**config.mk**
```make
export PLATFORM = sky130hd
export DESIGN_NAME = sha256_compress_core
export DESIGN_NICKNAME = d
export VERILOG_FILES = /design/src/rtl/sha256_pkg.sv /design/src/rtl/func_Ma.sv /design/src/rtl/sha256_msg_sched.sv /design/src/rtl/sha256_compress_core.sv
export SDC_FILE = /design/constraint.sdc
export NUM_CORES = 2
export LEC_CHECK = 0
export BUFFER_PORTS_ARGS = -buffer_cell sky130_fd_sc_hd__buf_2
export CAP_MARGIN = 30
export CORE_ASPECT_RATIO = 1.2
export CORE_MARGIN = 2
export CORE_UTILIZATION = 45
export CTS_BUF_LIST = sky130_fd_sc_hd__clkbuf_4
export CTS_CLUSTER_DIAMETER = 60
export DETAILED_ROUTE_END_ITERATION = 16
export PLACE_DENSITY_LB_ADDON = 0.08
export SLEW_MARGIN = 20
export SYNTH_ARGS = -nofsm -noshare
export SYNTH_HDL_FRONTEND = slang
export SYNTH_HIERARCHICAL = 1
export SYNTH_SLANG_ARGS = --single-unit
```
**constraint.sdc**
```tcl
create_clock -name clk -period 22.6 [get_ports clk]
set_input_delay 2.26 -clock clk [delete_from_list [all_inputs] [get_ports clk]]
set_output_delay 2.26 -clock clk [all_outputs]
set_load 0.05 [all_outputs]
```
**src/rtl/sha256_pkg.sv**
```systemverilog
// Shared SHA-256 constants and bitwise helper functions.
// Used by the compression core and the message scheduler.
package sha256_pkg;

  typedef enum logic [1:0] {IDLE, ROUND, FINAL} state_e;

  localparam logic [0:63][31:0] K = {
    32'h428a2f98, 32'h71374491, 32'hb5c0fbcf, 32'he9b5dba5,
    32'h3956c25b, 32'h59f111f1, 32'h923f82a4, 32'hab1c5ed5,
    32'hd807aa98, 32'h12835b01, 32'h243185be, 32'h550c7dc3,
    32'h72be5d74, 32'h80deb1fe, 32'h9bdc06a7, 32'hc19bf174,
    32'he49b69c1, 32'hefbe4786, 32'h0fc19dc6, 32'h240ca1cc,
    32'h2de92c6f, 32'h4a7484aa, 32'h5cb0a9dc, 32'h76f988da,
    32'h983e5152, 32'ha831c66d, 32'hb00327c8, 32'hbf597fc7,
    32'hc6e00bf3, 32'hd5a79147, 32'h06ca6351, 32'h14292967,
    32'h27b70a85, 32'h2e1b2138, 32'h4d2c6dfc, 32'h53380d13,
    32'h650a7354, 32'h766a0abb, 32'h81c2c92e, 32'h92722c85,
    32'ha2bfe8a1, 32'ha81a664b, 32'hc24b8b70, 32'hc76c51a3,
    32'hd192e819, 32'hd6990624, 32'hf40e3585, 32'h106aa070,
    32'h19a4c116, 32'h1e376c08, 32'h2748774c, 32'h34b0bcb5,
    32'h391c0cb3, 32'h4ed8aa4a, 32'h5b9cca4f, 32'h682e6ff3,
    32'h748f82ee, 32'h78a5636f, 32'h84c87814, 32'h8cc70208,
    32'h90befffa, 32'ha4506ceb, 32'hbef9a3f7, 32'hc67178f2
  };

  localparam logic [0:7][31:0] IV = {
    32'h6a09e667, 32'hbb67ae85, 32'h3c6ef372, 32'ha54ff53a,
    32'h510e527f, 32'h9b05688c, 32'h1f83d9ab, 32'h5be0cd19
  };

  function automatic logic [31:0] rotr(input logic [31:0] x, input int unsigned n);
    return (x >> n) | (x << (32 - n));
  endfunction

  function automatic logic [31:0] big_sigma0(input logic [31:0] x);
    return rotr(x, 2) ^ rotr(x, 13) ^ rotr(x, 22);
  endfunction

  function automatic logic [31:0] big_sigma1(input logic [31:0] x);
    return rotr(x, 6) ^ rotr(x, 11) ^ rotr(x, 25);
  endfunction

  function automatic logic [31:0] small_sigma0(input logic [31:0] x);
    return rotr(x, 7) ^ rotr(x, 18) ^ (x >> 3);
  endfunction

  function automatic logic [31:0] small_sigma1(input logic [31:0] x);
    return rotr(x, 17) ^ rotr(x, 19) ^ (x >> 10);
  endfunction

  function automatic logic [31:0] ch(input logic [31:0] e, input logic [31:0] f,
                                     input logic [31:0] g);
    return (e & f) ^ (~e & g);
  endfunction

endpackage

```
**src/rtl/func_Ma.sv**
```systemverilog
// SHA-256 majority function: each output bit is the majority of a, b, c.
module func_Ma (
  input  logic [31:0] a,
  input  logic [31:0] b,
  input  logic [31:0] c,
  output logic [31:0] y
);
  assign y = (a & b) ^ (a & c) ^ (b & c);
endmodule

```
**src/rtl/sha256_msg_sched.sv**
```systemverilog
// 16-word message window; window[0] is always the current round's W[t].
// Each shift appends the expanded word W[t+16].
module sha256_msg_sched
  import sha256_pkg::*;
(
  input  logic         clk,
  input  logic         rst,
  input  logic         load,
  input  logic [511:0] block_in,
  input  logic         shift,
  output logic [31:0]  w_t
);

  logic [0:15][31:0] win_q, win_d;
  logic [31:0]       w_next;

  assign w_next = small_sigma1(win_q[14]) + win_q[9] + small_sigma0(win_q[1]) + win_q[0];
  assign w_t    = win_q[0];

  always_comb begin
    win_d = win_q;
    if (load) begin
      win_d = block_in;
    end else if (shift) begin
      win_d = {win_q[1:15], w_next};
    end
  end

  always_ff @(posedge clk) begin
    if (rst) begin
      win_q <= '0;
    end else begin
      win_q <= win_d;
    end
  end

endmodule

```
**src/rtl/sha256_compress_core.sv**
```systemverilog
// Iterative SHA-256 compression: one round per clock, 64 rounds plus a
// final feed-forward cycle per block.
module sha256_compress_core
  import sha256_pkg::*;
(
  input  logic         clk,
  input  logic         rst,
  input  logic         start,
  input  logic [511:0] block_in,
  input  logic [255:0] hash_in,
  output logic         busy,
  output logic         done,
  output logic [255:0] hash_out
);

  state_e            state_q, state_d;
  logic [5:0]        t_q, t_d;
  logic              done_q, done_d;
  logic [0:7][31:0]  hash_q, hash_d;
  logic [0:7][31:0]  work_q, work_d;
  logic [0:7][31:0]  hsave_q, hsave_d;

  logic              load, shift;
  logic [31:0]       w_t, maj, t1, t2;

  sha256_msg_sched u_sched (
    .clk      (clk),
    .rst      (rst),
    .load     (load),
    .block_in (block_in),
    .shift    (shift),
    .w_t      (w_t)
  );

  func_Ma u_ma (
    .a (work_q[0]),
    .b (work_q[1]),
    .c (work_q[2]),
    .y (maj)
  );

  assign t1 = work_q[7] + big_sigma1(work_q[4]) + ch(work_q[4], work_q[5], work_q[6])
            + K[t_q] + w_t;
  assign t2 = big_sigma0(work_q[0]) + maj;

  always_comb begin
    state_d = state_q;
    t_d     = t_q;
    done_d  = 1'b0;
    hash_d  = hash_q;
    work_d  = work_q;
    hsave_d = hsave_q;
    load    = 1'b0;
    shift   = 1'b0;
    case (state_q)
      IDLE: begin
        if (start) begin
          load    = 1'b1;
          work_d  = hash_in;
          hsave_d = hash_in;
          t_d     = '0;
          state_d = ROUND;
        end
      end
      ROUND: begin
        shift  = 1'b1;
        work_d = {t1 + t2, work_q[0], work_q[1], work_q[2],
                  work_q[3] + t1, work_q[4], work_q[5], work_q[6]};
        t_d    = t_q + 6'd1;
        if (t_q == 6'd63) begin
          state_d = FINAL;
        end
      end
      FINAL: begin
        for (int i = 0; i < 8; i++) begin
          hash_d[i] = hsave_q[i] + work_q[i];
        end
        done_d  = 1'b1;
        state_d = IDLE;
      end
      default: state_d = IDLE;
    endcase
  end

  always_ff @(posedge clk) begin
    if (rst) begin
      state_q <= IDLE;
      t_q     <= '0;
      done_q  <= 1'b0;
      hash_q  <= '0;
    end else begin
      state_q <= state_d;
      t_q     <= t_d;
      done_q  <= done_d;
      hash_q  <= hash_d;
    end
  end

  // Working variables are only meaningful while a block is in flight.
  always_ff @(posedge clk) begin
    work_q  <= work_d;
    hsave_q <= hsave_d;
  end

  assign busy     = (state_q != IDLE);
  assign done     = done_q;
  assign hash_out = hash_q;

endmodule

```
Yosys cells after proc, flatten, opt, wreduce, memory -nomap -nowiden
Memories as Yosys holds them, arrays and structs flattened.
Index checks and enable logic that the tools add are counted.
- bits of input ports: 771
- flip-flop bits (word level): 1289
- bits in read-only memories: 2048
- memories: 1
- memories (memory ; words ; width ; rd ports ; clocked after memory_dff ; write ports ; RTL line ; source):
    (name not given) ; 64 ; 32 ; 1 ; 0 ; 0 ; sha256_compress_core.sv:43 ; + K[t_q] + w_t;
- $lt $le $gt $ge: 1
- reductions and logical operators: 7
- bitwise gates (word level): 28
- muxes and demuxes: 15
- add/sub/neg operators: 19
- equality and inequality tests: 5
- operators with widths (operator ; number):
    512-bit 2-to-1 mux ; 2
    32-bit adder ; 18
    256-bit one-hot mux with 2 select lines ; 1
    32-bit XOR ; 9
    256-bit 2-to-1 mux ; 1
    32-bit AND ; 5
    32-bit 2-to-1 mux ; 2
    32-bit NOT ; 1
    10-bit by 32-bit OR with 32-bit output ; 1
    13-bit by 32-bit OR with 32-bit output ; 1
    14-bit by 32-bit OR with 32-bit output ; 1
    15-bit by 32-bit OR with 32-bit output ; 1
    19-bit by 32-bit OR with 32-bit output ; 1
    21-bit by 32-bit OR with 32-bit output ; 1
    25-bit by 32-bit OR with 32-bit output ; 1
    26-bit by 32-bit OR with 32-bit output ; 1
    30-bit by 32-bit OR with 32-bit output ; 1
    7-bit by 32-bit OR with 32-bit output ; 1
    32-bit by 22-bit XOR with 32-bit output ; 1
    32-bit by 29-bit XOR with 32-bit output ; 1
    6-bit one-hot mux with 2 select lines ; 1
    7-bit greater-or-equal comparator (second input constant) ; 1
    6-bit NOT with 7-bit output ; 1
    6-bit by 1-bit adder with 6-bit output (second input constant) ; 1
    other kinds (11) ; 20

Longest topological paths before layout
- word-level depth: 9
- depth in mapped cells: 37
- depth with buffers taken out: 35

Modules after synthesis
Netlist, hierarchy kept.
- by module, submodules not included (module ; area an instance (um2) ; instances ; cells each):
    sha256_compress_core ; 50876.3 ; 1 ; 5530
    sha256_msg_sched ; 27294.9 ; 1 ; 3354
    func_Ma ; 360.3 ; 1 ; 32

Least setup slack after synthesis
OpenSTA, ideal clock, no wires.
- kind: input to register
- start point: input port start
- end point: register t_q[4]
- data arrival time: 13229 ps
- slack: 8989 ps
- library setup time: 383 ps
- stages: 5
- cell sequence: nand2_1 inv_1 nor2_1 inv_1 a311oi_1
- word-level cells in the longest chain between the ends: 2
- ends and longest elaborated chain (item ; RTL line ; source):
    start: declaration ; sha256_compress_core.sv:8 ; input logic start,
    2-bit inequality test (no line) ; -- ;
    2-bit AND reduction (no line) ; -- ;
    end signal: assignment ; sha256_compress_core.sv:93 ; t_q <= t_d;
    end: declaration ; sha256_compress_core.sv:17 ; logic [5:0] t_q, t_d;
Every way passes these cells.
A chain may end at the register's enable or synchronous reset.

==> flow_summary.json <==
{
  "status": "complete, no violations",
  "avgSynthCellArea_um2": 8.808,
  "wl_mm": 334.7,
  "grt_antenna_before_repair": 142,
  "port_buffers": 1028,
  "grtUsageMet3_pct": 8.492,
  "htreeDepth": 5,
  "synthCells": 8916,
  "clkSlewWorstSetupHoldPaths_ns": 0.07,
  "crit_fanout": 29,
  "die_area_um2": 177900,
  "holdWs_ns": 0.4395,
  "drt_iter0_markers": 6084,
  "synth_top_area_cell": "dfxtp_1",
  "yosysWarningCount": 6,
  "clockBufferDepth": 4,
  "grtUsageMet1_pct": 42.77,
  "drc": 0,
  "finClkSkew_ns": 0.1512,
  "synth_edf_count": 512,
  "cpPeakStageDelay_ns": 0.99,
  "fmax_ghz": 0.09988,
  "insertion_delay_ns": 1.43,
  "grt_remaining_overflow": 0,
  "hold_viol": 0,
  "nets": 11190,
  "crit_top_cell": "a21oi_1",
  "setup_violations": 0,
  "critical_path_required_ns": 23.61,
  "worstReg2RegStart": "t_q[2]",
  "min_from": "hash_out[158]",
  "dp_hpwl_mm": 259.9,
  "cts_tree": "yes",
  "syn_area_um2": 78530,
  "fin_setup_tns_ns": 0,
  "synthTopCellsByCount": "nor2_1 (1,230), nand2_1 (1,169), a21oi_1 (1,045), dfxtp_1 (777), edfxtp_1 (512)",
  "gp_congestion": 0.9900,
  "postRouteAntennaNets": 0,
  "seq_area_frac_synth_pct": 39.39,
  "cts_resized": 0,
  "cts_buffers": 360,
  "use_met2_pct": 60.67,
  "grt_max_degree": 192,
  "die_x_um": 385.4,
  "cp-start-kind": "flip-flop",
  "synth_ff_type": "dfxtp_1",
  "cp-end-kind": "flip-flop",
  "rsz0062_at_grt": "false",
  "root_buffer": "clkbuf_4",
  "syn-num-nets": 10280,
  "layout_min_cycle_time_ns": 10.01,
  "wl_per_cell_um": 26.90,
  "hold_path.class": "reg2reg",
  "die_h_um": 461.6,
  "grt-busiest-layer": "met2",
  "synth_most_common_cell": "nor2_1",
  "final_area_um2": 89730,
  "rows": 167,
  "ys_top_cells_by_area": "dfxtp_1 (20%), edfxtp_1 (20%), a21oi_1 (6.7%)",
  "yosysUniqueCellTypes": 103,
  "async_flop_share_pct": 0,
  "max_slew_margin_pct": 25.19,
  "fin_crit_sh_pct": 44.30,
  "maxSlewViolCount": 0,
  "synth_top_area_share_pct": 19.81,
  "tightestPinTransition_ns": 1.114,
  "cts_setup_buffers": 0,
  "cts.sink_count": 1289,
  "avgViaCountPerCell": 5.620,
  "synth_seq_cells": 1289,
  "core_um2": 173000,
  "crit_arrival_ns": 11.02,
  "ctsHoldBuffers": 0,
  "via_count": 69930,
  "drive_gt1_share_pct": 17.95,
  "grt_pass1_wl_mm": 464.7,
  "first_pass_iters": 9,
  "io_pins": 1029,
  "crit_start": "t_q[2]",
  "cap_violations": 0,
  "placed_cell_area_um2": 85000,
  "start_util_pct": 45.39,
  "area_delta_synth_final_pct": 14.27,
  "grt_pass1_vias": 67010,
  "cp_slowest_cell": "o41ai_1",
  "critPathKind": "reg2reg",
  "grtUsageTotal_pct": 36.25
}
cell usage in the layout (no fill, tap or decap), types with 394 or more instances in the layout:
cell,synthesis,layout
nor2_1,1230,1229
nand2_1,1169,1169
a21oi_1,1045,1045
buf_2,2,1027
dfxtp_1,777,773
clkbuf_4,0,537
edfxtp_1,512,512
mux2i_1,504,504
inv_1,439,435
ha_1,399,399
xnor2_1,394,394
cell families after synthesis:
group / count (synthesis) / synth area share [%]
compound gates: 2050 / 15.60
xor+xnor: 548 / 6.139
fa+ha+maj: 626 / 11.79
buf+inv: 1004 / 5.019
flops: 1289 / 39.39
mux: 541 / 7.055
simple gates: 2858 / 15.02
state kept, by name, indices dropped and copies added (netlist names):
register,count
t_q,6
state_q,2
u_sched/win_q,480
hash_out,256
done,1
hsave_q,256
work_q,256
u_sched/w_t,32
through the flow:
step,setup WS (ns),instances,util (%)
floorplan,8.989,8916,-
global placement,12.98,11740,49.07
detailed placement,12.99,11740,49.13
CTS,12.86,12360,51.68
global route,12.15,12420,51.83
finish,12.59,12440,51.87
worst paths after layout:
path	to	slack, ns	cells past startpoint
max	work_q[255]	12.59	32
min	hash_out[158]	0.44	2
max reg2reg	work_q[255]	12.59	32
min reg2reg	hash_out[158]	0.44	2
cell type report:
type                       instances  area (um2)
inverter                         442        1682
tap                             2281        2854
fill                           16930       83280
clock buffer                     537        4031
clock inverter                    82       384.1
sequential                      1289       30930
antenna                           79       197.7
multi-input combinational       6623       43690
timing repair buffer            1109        5958
worst max-delay path: cells and delay by family (launching register included):
| family | cells | cell delay [ns] |
|---|---|---|
| xor gates and xnor gates | 2 | 0.62 |
| adders and majority gates | 6 | 2.40 |
| and+or+nand+nor | 6 | 0.92 |
| DFF | 1 | 0.75 |
| AOI/OAI and AO/OA | 14 | 4.04 |
| buffers and inverters | 4 | 0.88 |
layer usage:
layer / wire length (um) / vias up / share of wire, %
met1: 128200 / 33380 / 38
met2: 160100 / 2952 / 48
met5: 666 / - / 0.20
met4: 19520 / 108 / 5.8
li1: - / 32720 / -
met3: 26240 / 773 / 7.8
Power is not shown: default switching activity piles up to over one toggle a cycle in this logic, so the estimate is an artifact.
